### config.mk
export PLATFORM = sky130hd
export DESIGN_NAME = bcd_seq_ctrl_flat
export DESIGN_NICKNAME = d
export VERILOG_FILES = /design/src/rtl/bcd_pkg.sv /design/src/rtl/bcd_seq_ctrl_if.sv /design/src/rtl/bcd_dabble_step.sv /design/src/rtl/bcd_seq_ctrl.sv /design/src/flat_wrapper.sv
export SDC_FILE = /design/constraint.sdc
export NUM_CORES = 1
export LEC_CHECK = 0
export CAP_MARGIN = 20
export CELL_PAD_IN_SITES_DETAIL_PLACEMENT = 1
export CELL_PAD_IN_SITES_GLOBAL_PLACEMENT = 1
export CORE_MARGIN = 5
export CORE_UTILIZATION = 45
export CTS_BUF_LIST = sky130_fd_sc_hd__clkbuf_4 sky130_fd_sc_hd__clkbuf_8
export DETAILED_ROUTE_END_ITERATION = 8
export PLACE_DENSITY_LB_ADDON = 0.1
export RECOVER_POWER = 25
export SLEW_MARGIN = 40
export SYNTH_ARGS = -nofsm -noshare
export SYNTH_HDL_FRONTEND = slang
export SYNTH_HIERARCHICAL = 1
export SYNTH_SLANG_ARGS = --single-unit
export TNS_END_PERCENT = 30
### constraint.sdc
create_clock -name clk -period 1.9 [get_ports clk]
set_input_delay 0.19 -clock clk [delete_from_list [all_inputs] [get_ports clk]]
set_output_delay 0.19 -clock clk [all_outputs]
set_load 0.02 [all_outputs]
### src/rtl/bcd_pkg.sv
// Shared types and helpers for the sequential binary-to-BCD (double-dabble) controller.
package bcd_pkg;

    typedef enum logic [1:0] {
        IDLE  = 2'd0,
        SHIFT = 2'd1,
        DONE  = 2'd2
    } state_e;

    typedef logic [3:0] digit_t;

    localparam digit_t ADJ_THRESH = 4'd4;
    localparam digit_t ADJ_ADD    = 4'd3;

    // Pre-shift correction so a digit >= 5 carries into the next digit after doubling.
    function automatic digit_t digit_adj(input digit_t d);
        return (d > ADJ_THRESH) ? digit_t'(d + ADJ_ADD) : d;
    endfunction

    function automatic longint unsigned pow10(input int unsigned n);
        longint unsigned r;
        r = 64'd1;
        for (int unsigned i = 0; i < n; i++) r = r * 64'd10;
        return r;
    endfunction

endpackage

### src/rtl/bcd_seq_ctrl_if.sv
// Input and result valid/ready handshakes of the BCD controller.
interface bcd_seq_ctrl_if #(
    parameter int unsigned BIN_W  = 8,
    parameter int unsigned DIGITS = 3
);
    logic                  in_valid;
    logic                  in_ready;
    logic [BIN_W-1:0]      bin;
    logic                  out_valid;
    logic                  out_ready;
    logic [4*DIGITS-1:0]   bcd;
    logic                  neg;

    modport master (output in_valid, bin, out_ready,
                    input  in_ready, out_valid, bcd, neg);
    modport slave  (input  in_valid, bin, out_ready,
                    output in_ready, out_valid, bcd, neg);
endinterface

### src/rtl/bcd_dabble_step.sv
// One combinational double-dabble iteration: adjust digits, then shift {digits, shreg} left by one.
module bcd_dabble_step
    import bcd_pkg::*;
#(
    parameter int unsigned BIN_W  = 8,
    parameter int unsigned DIGITS = 3
) (
    input  logic [4*DIGITS-1:0] digits_i,
    input  logic [BIN_W-1:0]    shreg_i,
    output logic [4*DIGITS-1:0] digits_o,
    output logic [BIN_W-1:0]    shreg_o
);
    logic [4*DIGITS-1:0] adj;

    always_comb begin
        adj = '0;
        for (int k = 0; k < int'(DIGITS); k++) begin
            adj[4*k +: 4] = digit_adj(digits_i[4*k +: 4]);
        end
        digits_o = {adj[4*DIGITS-2:0], shreg_i[BIN_W-1]};
        shreg_o  = {shreg_i[BIN_W-2:0], 1'b0};
    end
endmodule

### src/rtl/bcd_seq_ctrl.sv
// Sequential binary-to-BCD controller, one dabble iteration per clock.
// Optional build macro BCD_SEQ_SIGNED_EN: treat bin as two's complement and report the sign on neg.
module bcd_seq_ctrl
    import bcd_pkg::*;
#(
    parameter int unsigned BIN_W  = 8,
    parameter int unsigned DIGITS = 3
) (
    input  logic                 clk,
    input  logic                 rst_n,
    bcd_seq_ctrl_if.slave        bus,
    output logic                 busy
);
    localparam int unsigned CNT_W = $clog2(BIN_W + 1);
    localparam int unsigned BCD_W = 4 * DIGITS;

    if (pow10(DIGITS) <= ((64'd1 << BIN_W) - 64'd1)) begin : g_bad_cfg
        $error("bcd_seq_ctrl: DIGITS too small to represent 2**BIN_W-1");
    end

    state_e             state_q, state_d;
    logic [BCD_W-1:0]   digits_q, digits_d;
    logic [BIN_W-1:0]   shreg_q, shreg_d;
    logic [CNT_W-1:0]   cnt_q, cnt_d;
    logic [BCD_W-1:0]   bcd_q, bcd_d;
    logic               in_ready_q, in_ready_d;
    logic               out_valid_q, out_valid_d;
    logic               busy_q, busy_d;
    logic [BCD_W-1:0]   step_digits;
    logic [BIN_W-1:0]   step_shreg;
    logic [BIN_W-1:0]   load_val;

    bcd_dabble_step #(.BIN_W(BIN_W), .DIGITS(DIGITS)) u_step (
        .digits_i (digits_q),
        .shreg_i  (shreg_q),
        .digits_o (step_digits),
        .shreg_o  (step_shreg)
    );

`ifdef BCD_SEQ_SIGNED_EN
    logic sign_q, sign_d;
    logic neg_q, neg_d;
    // Negation of the most negative value wraps to itself, which is the correct unsigned magnitude.
    assign load_val = bus.bin[BIN_W-1] ? BIN_W'(-bus.bin) : bus.bin;
    assign bus.neg  = neg_q;
`else
    assign load_val = bus.bin;
    assign bus.neg  = 1'b0;
`endif

    // Next-state, datapath and registered-output decode.
    always_comb begin
        state_d  = state_q;
        digits_d = digits_q;
        shreg_d  = shreg_q;
        cnt_d    = cnt_q;
        bcd_d    = bcd_q;
`ifdef BCD_SEQ_SIGNED_EN
        sign_d   = sign_q;
        neg_d    = neg_q;
`endif
        case (state_q)
            IDLE: begin
                if (bus.in_valid) begin
                    shreg_d  = load_val;
                    digits_d = '0;
                    cnt_d    = CNT_W'(BIN_W);
`ifdef BCD_SEQ_SIGNED_EN
                    sign_d   = bus.bin[BIN_W-1];
`endif
                    state_d  = SHIFT;
                end
            end
            SHIFT: begin
                digits_d = step_digits;
                shreg_d  = step_shreg;
                cnt_d    = cnt_q - CNT_W'(1);
                if (cnt_q == CNT_W'(1)) begin
                    bcd_d   = step_digits;
`ifdef BCD_SEQ_SIGNED_EN
                    neg_d   = sign_q;
`endif
                    state_d = DONE;
                end
            end
            DONE: begin
                if (bus.out_ready) state_d = IDLE;
            end
            default: state_d = IDLE;
        endcase
        in_ready_d  = (state_d == IDLE);
        busy_d      = (state_d == SHIFT);
        out_valid_d = (state_d == DONE);
    end

    always_ff @(posedge clk or negedge rst_n) begin
        if (!rst_n) begin
            state_q     <= IDLE;
            digits_q    <= '0;
            shreg_q     <= '0;
            cnt_q       <= '0;
            bcd_q       <= '0;
            in_ready_q  <= 1'b1;
            out_valid_q <= 1'b0;
            busy_q      <= 1'b0;
`ifdef BCD_SEQ_SIGNED_EN
            sign_q      <= 1'b0;
            neg_q       <= 1'b0;
`endif
        end else begin
            state_q     <= state_d;
            digits_q    <= digits_d;
            shreg_q     <= shreg_d;
            cnt_q       <= cnt_d;
            bcd_q       <= bcd_d;
            in_ready_q  <= in_ready_d;
            out_valid_q <= out_valid_d;
            busy_q      <= busy_d;
`ifdef BCD_SEQ_SIGNED_EN
            sign_q      <= sign_d;
            neg_q       <= neg_d;
`endif
        end
    end

    assign bus.in_ready  = in_ready_q;
    assign bus.out_valid = out_valid_q;
    assign bus.bcd       = bcd_q;
    assign busy          = busy_q;

endmodule

### src/flat_wrapper.sv
// flat-port wrapper written by rule: the top's interface ports become plain ports
module bcd_seq_ctrl_flat import bcd_pkg::*;
#(
    parameter int unsigned BIN_W  = 8,
    parameter int unsigned DIGITS = 3
)
  (clk, rst_n, busy, bus_in_valid, bus_bin, bus_out_ready, bus_in_ready, bus_out_valid, bus_bcd, bus_neg);
  bcd_seq_ctrl_if #(.BIN_W(BIN_W), .DIGITS(DIGITS)) bus_i ();
  input  logic clk;
  input  logic rst_n;
  output logic busy;
  input wire logic [$bits(bus_i.in_valid)-1:0] bus_in_valid;
  input wire logic [$bits(bus_i.bin)-1:0] bus_bin;
  input wire logic [$bits(bus_i.out_ready)-1:0] bus_out_ready;
  output wire logic [$bits(bus_i.in_ready)-1:0] bus_in_ready;
  output wire logic [$bits(bus_i.out_valid)-1:0] bus_out_valid;
  output wire logic [$bits(bus_i.bcd)-1:0] bus_bcd;
  output wire logic [$bits(bus_i.neg)-1:0] bus_neg;
  assign bus_i.in_valid = bus_in_valid;
  assign bus_i.bin = bus_bin;
  assign bus_i.out_ready = bus_out_ready;
  assign bus_in_ready = bus_i.in_ready;
  assign bus_out_valid = bus_i.out_valid;
  assign bus_bcd = bus_i.bcd;
  assign bus_neg = bus_i.neg;
  bcd_seq_ctrl #(.BIN_W(BIN_W), .DIGITS(DIGITS)) u_core (.clk(clk), .rst_n(rst_n), .bus(bus_i), .busy(busy));
endmodule
==> results.cfg <==
[timing]
worstMarginPinSlew_ns = 1.033
min_period_ns = 1.601
skew_ns = 0.005232
fmax_mhz = 624.4
setup_ws_ns = 0.2985
period_share = 0.8429
grt_setup_unrepaired = false
max-slew-margin-rel = 0.3114
setup_viol = 0
finalHoldViolations = 0
setup_tns_ns = 0
slew_violations = 0

[global_route]
grt_max_degree = 42
grt_util_all_layers = 0.1511
grt_pass1_vias = 1488
grt_overflow_total = 0
antenna_found_initial = 0
grt_pass1_wl_um = 7369

[clocking]
clk_pin_slew_ns = 0.07
htreeDepth = 2
cts_buffers = 5
cts_sinks = 41
cts_resized = 0
cts_max_path_buffers = 2
insertion_delay_ns = 0.29
cts_tree = done
cts_root_buf = clkbuf_8

[synthesis]
synth_commonest_cells = 40 x dfrtp_1, 17 x o21ai_0, 13 x a22o_1
syn_inst = 180
ys_seq_area_frac = 0.4970
async_flop_share = 1.000
synth_area_leaders = dfrtp_1 48%, mux2_4 5.8%, a22o_1 5.5%
ys.flop_type = dfrtp_1
synth.most_common_cell = dfrtp_1
postSynthAreaPerCell_um2 = 11.48
synth_edf_count = 0
ys_warn_count = 6
synth_area_mm2 = 0.002067
synth_nets = 200
synth_top_cell_by_area = dfrtp_1
ys_ff_latch = 41
yosysTopAreaCellShare = 0.4843
ys_types = 31

[critical_path]
cpPeakStageDelay_ns = 0.60
cp_max_fo = 1
criticalPathCategory = flip-flop to primary output
crit_chain = clkdlybuf4s50_1
critPathLaunchType = flip-flop
critical_path.slowest_cell = clkdlybuf4s50_1
cp-end-kind = primary output
critPathRequiredTime_ns = 1.71
critical-path-top-delay-family = buffers and inverters
critPathBufInv = 1
cp.arrival_ns = 1.41

[pwr]
internal-power_w = 0.002720
ir_drop_mv = 0.6471
p_per_area_mw_per_mm2 = 1841
pwr-share-seq = 0.366
p_sw_frac = 0.3873
clkPwrFrac = 0.131
leakagePower_nw = 1.153
p_comb_frac = 0.503
p_switching_w = 0.001719

[die]
initial_core_util = 0.4683
dieArea_mm2 = 0.006049
die_w_um = 77.78
fp.coreArea_mm2 = 0.004414
pin_count = 28
die_h_um = 77.78
placementRows = 24

[outcome]
status = completed

[detailed_routing]
drc = 0
ant_nets = 0
drt_first_pass_iters = 4
wirelength_um = 4242
drt_iter0_drc = 78
viasPerCell = 5.313
wl_per_cell_um = 16.57
vias = 1360

[worst_hold_path]
hp-class = flip-flop to flip-flop

[place]
io_buffer_count = 26
place_congestion = 0.8311
post-place-ws_ns = 0.3229
hpwl_um = 3043
place_inst = 247
post_dp_cell_area_mm2 = 0.002315

[finish]
design_area_mm2 = 0.002411
areaGrowthSynthToFinish_pct = 16.65
final-instance-count-excl-fill = 256
layout-drive-gt1-share = 0.1716
num_antenna_cells = 0
nets = 223

[run]
maxCapViolCount = 0
-- repair_timing --
action | 4_1_cts | 5_1_grt
hold buffers | 1 | 0
endpoints found under the setup margin | 0 | 0
hold endpoints to repair | 40 | 0
buffers inserted | 0 | 0
-- final timing paths --
| kind | from | cells after the start | to | slack [ns] |
|---|---|---|---|---|
| max | u_core/bus.in_ready | 1 | bus_in_ready | 0.30 |
| min | u_core/shreg_q[3] | 2 | u_core/shreg_q[3] | 0.49 |
| max reg2reg | u_core/digits_q[0] | 6 | u_core/digits_q[2] | 0.30 |
| min reg2reg | u_core/shreg_q[3] | 2 | u_core/shreg_q[3] | 0.49 |
| max in group asynchronous | rst_n | 3 | u_core/busy | 0.57 |
| min in group asynchronous | rst_n | 3 | u_core/bus.bcd[2] | 0.69 |
-- flip-flops by register name, summed over array words and instances (netlist names) --
| signal | flops |
|---|---|
| u_core/bus.bcd | 12 |
| u_core/bus.in_ready | 1 |
| u_core/bus.out_valid | 1 |
| u_core/busy | 1 |
| u_core/cnt_q | 4 |
| u_core/digits_q | 12 |
| u_core/shreg_q | 8 |
| u_core/state_q | 2 |
-- through the flow --
stage / hold slack [ns] / power [W] / util
final: 0.4910 / 0.004440 / 0.5462
after global routing: 0.5335 / 0.004770 / 0.5462
after CTS: 0.4990 / 0.004493 / 0.5468
after detailed placement: 0.2884 / 0.003886 / 0.5244
after global placement: 0.2809 / 0.003743 / 0.5244
after floorplan: -0.1056 / 0.003266 / -
-- cell usage in the layout, fill, tap and decap left out --
master            n
a211o_1           1
a21o_1            2
a21oi_1           4
a21oi_2           3
a22o_1           13
a22oi_1           2
and2_1            1
and2b_1           1
buf_2             1
buf_4             5
clkbuf_2          1
clkbuf_4          2
clkbuf_8          5
clkdlybuf4s50_1  25
clkinv_2          1
conb_1            2
dfrtp_1          40
dfstp_2           1
dlygate4sd3_1     1
ha_1              8
inv_1            11
mux2_2            5
mux2_4            8
mux2i_1           9
nand2_1          12
nand2_4           1
nand2b_1          4
nor2_1            2
nor2b_1           6
nor3_1            2
nor3b_4           1
o21ai_0          17
o21ai_1           2
o21bai_2          1
or3_1             1
xnor2_1           3
-- final cells by class --
class | instances | area [um2]
Sequential cell | 41 | 1027
Multi-Input combinational cell | 111 | 880.8
Timing Repair Buffer | 33 | 307.8
Fill cell | 466 | 2003
Tap cell | 52 | 65.06
Inverter | 11 | 41.29
Clock inverter | 1 | 5.005
Clock buffer | 7 | 83.83
-- power groups by stage --
stage | Sequential (W) | Clock [W] | Combinational, W
after global placement | 0.00162 | 0 | 0.00212
after floorplan | 0.00172 | 0 | 0.00154
after detailed placement | 0.00165 | 0 | 0.00224
final | 0.00163 | 0.000581 | 0.00223
after global routing | 0.00169 | 0.000645 | 0.00244
after CTS | 0.00163 | 0.000606 | 0.00225
-- cells by family after synthesis --
group,share of synthesized area
AO/OA/AOI/OAI,0.1459
flip-flops,0.4970
AND/OR/NAND/NOR,0.08475
buffers and inverters,0.07869
multiplexers,0.1289
adder cells (fa/ha/maj),0.04843
XOR/XNOR,0.01271
other,0.003633
-- per-layer routing --
layer / vias to the layer above / GRT usage / wire [um]
li1: 650 / - / -
met1: 686 / 0.1910 / 1968
met2: 22 / 0.2487 / 2098
met3: 2 / 0.04051 / 144
met4: 0 / 0.05155 / 29
met5: - / 0 / 0
No activity file was read; power rests on OpenSTA's default activity.
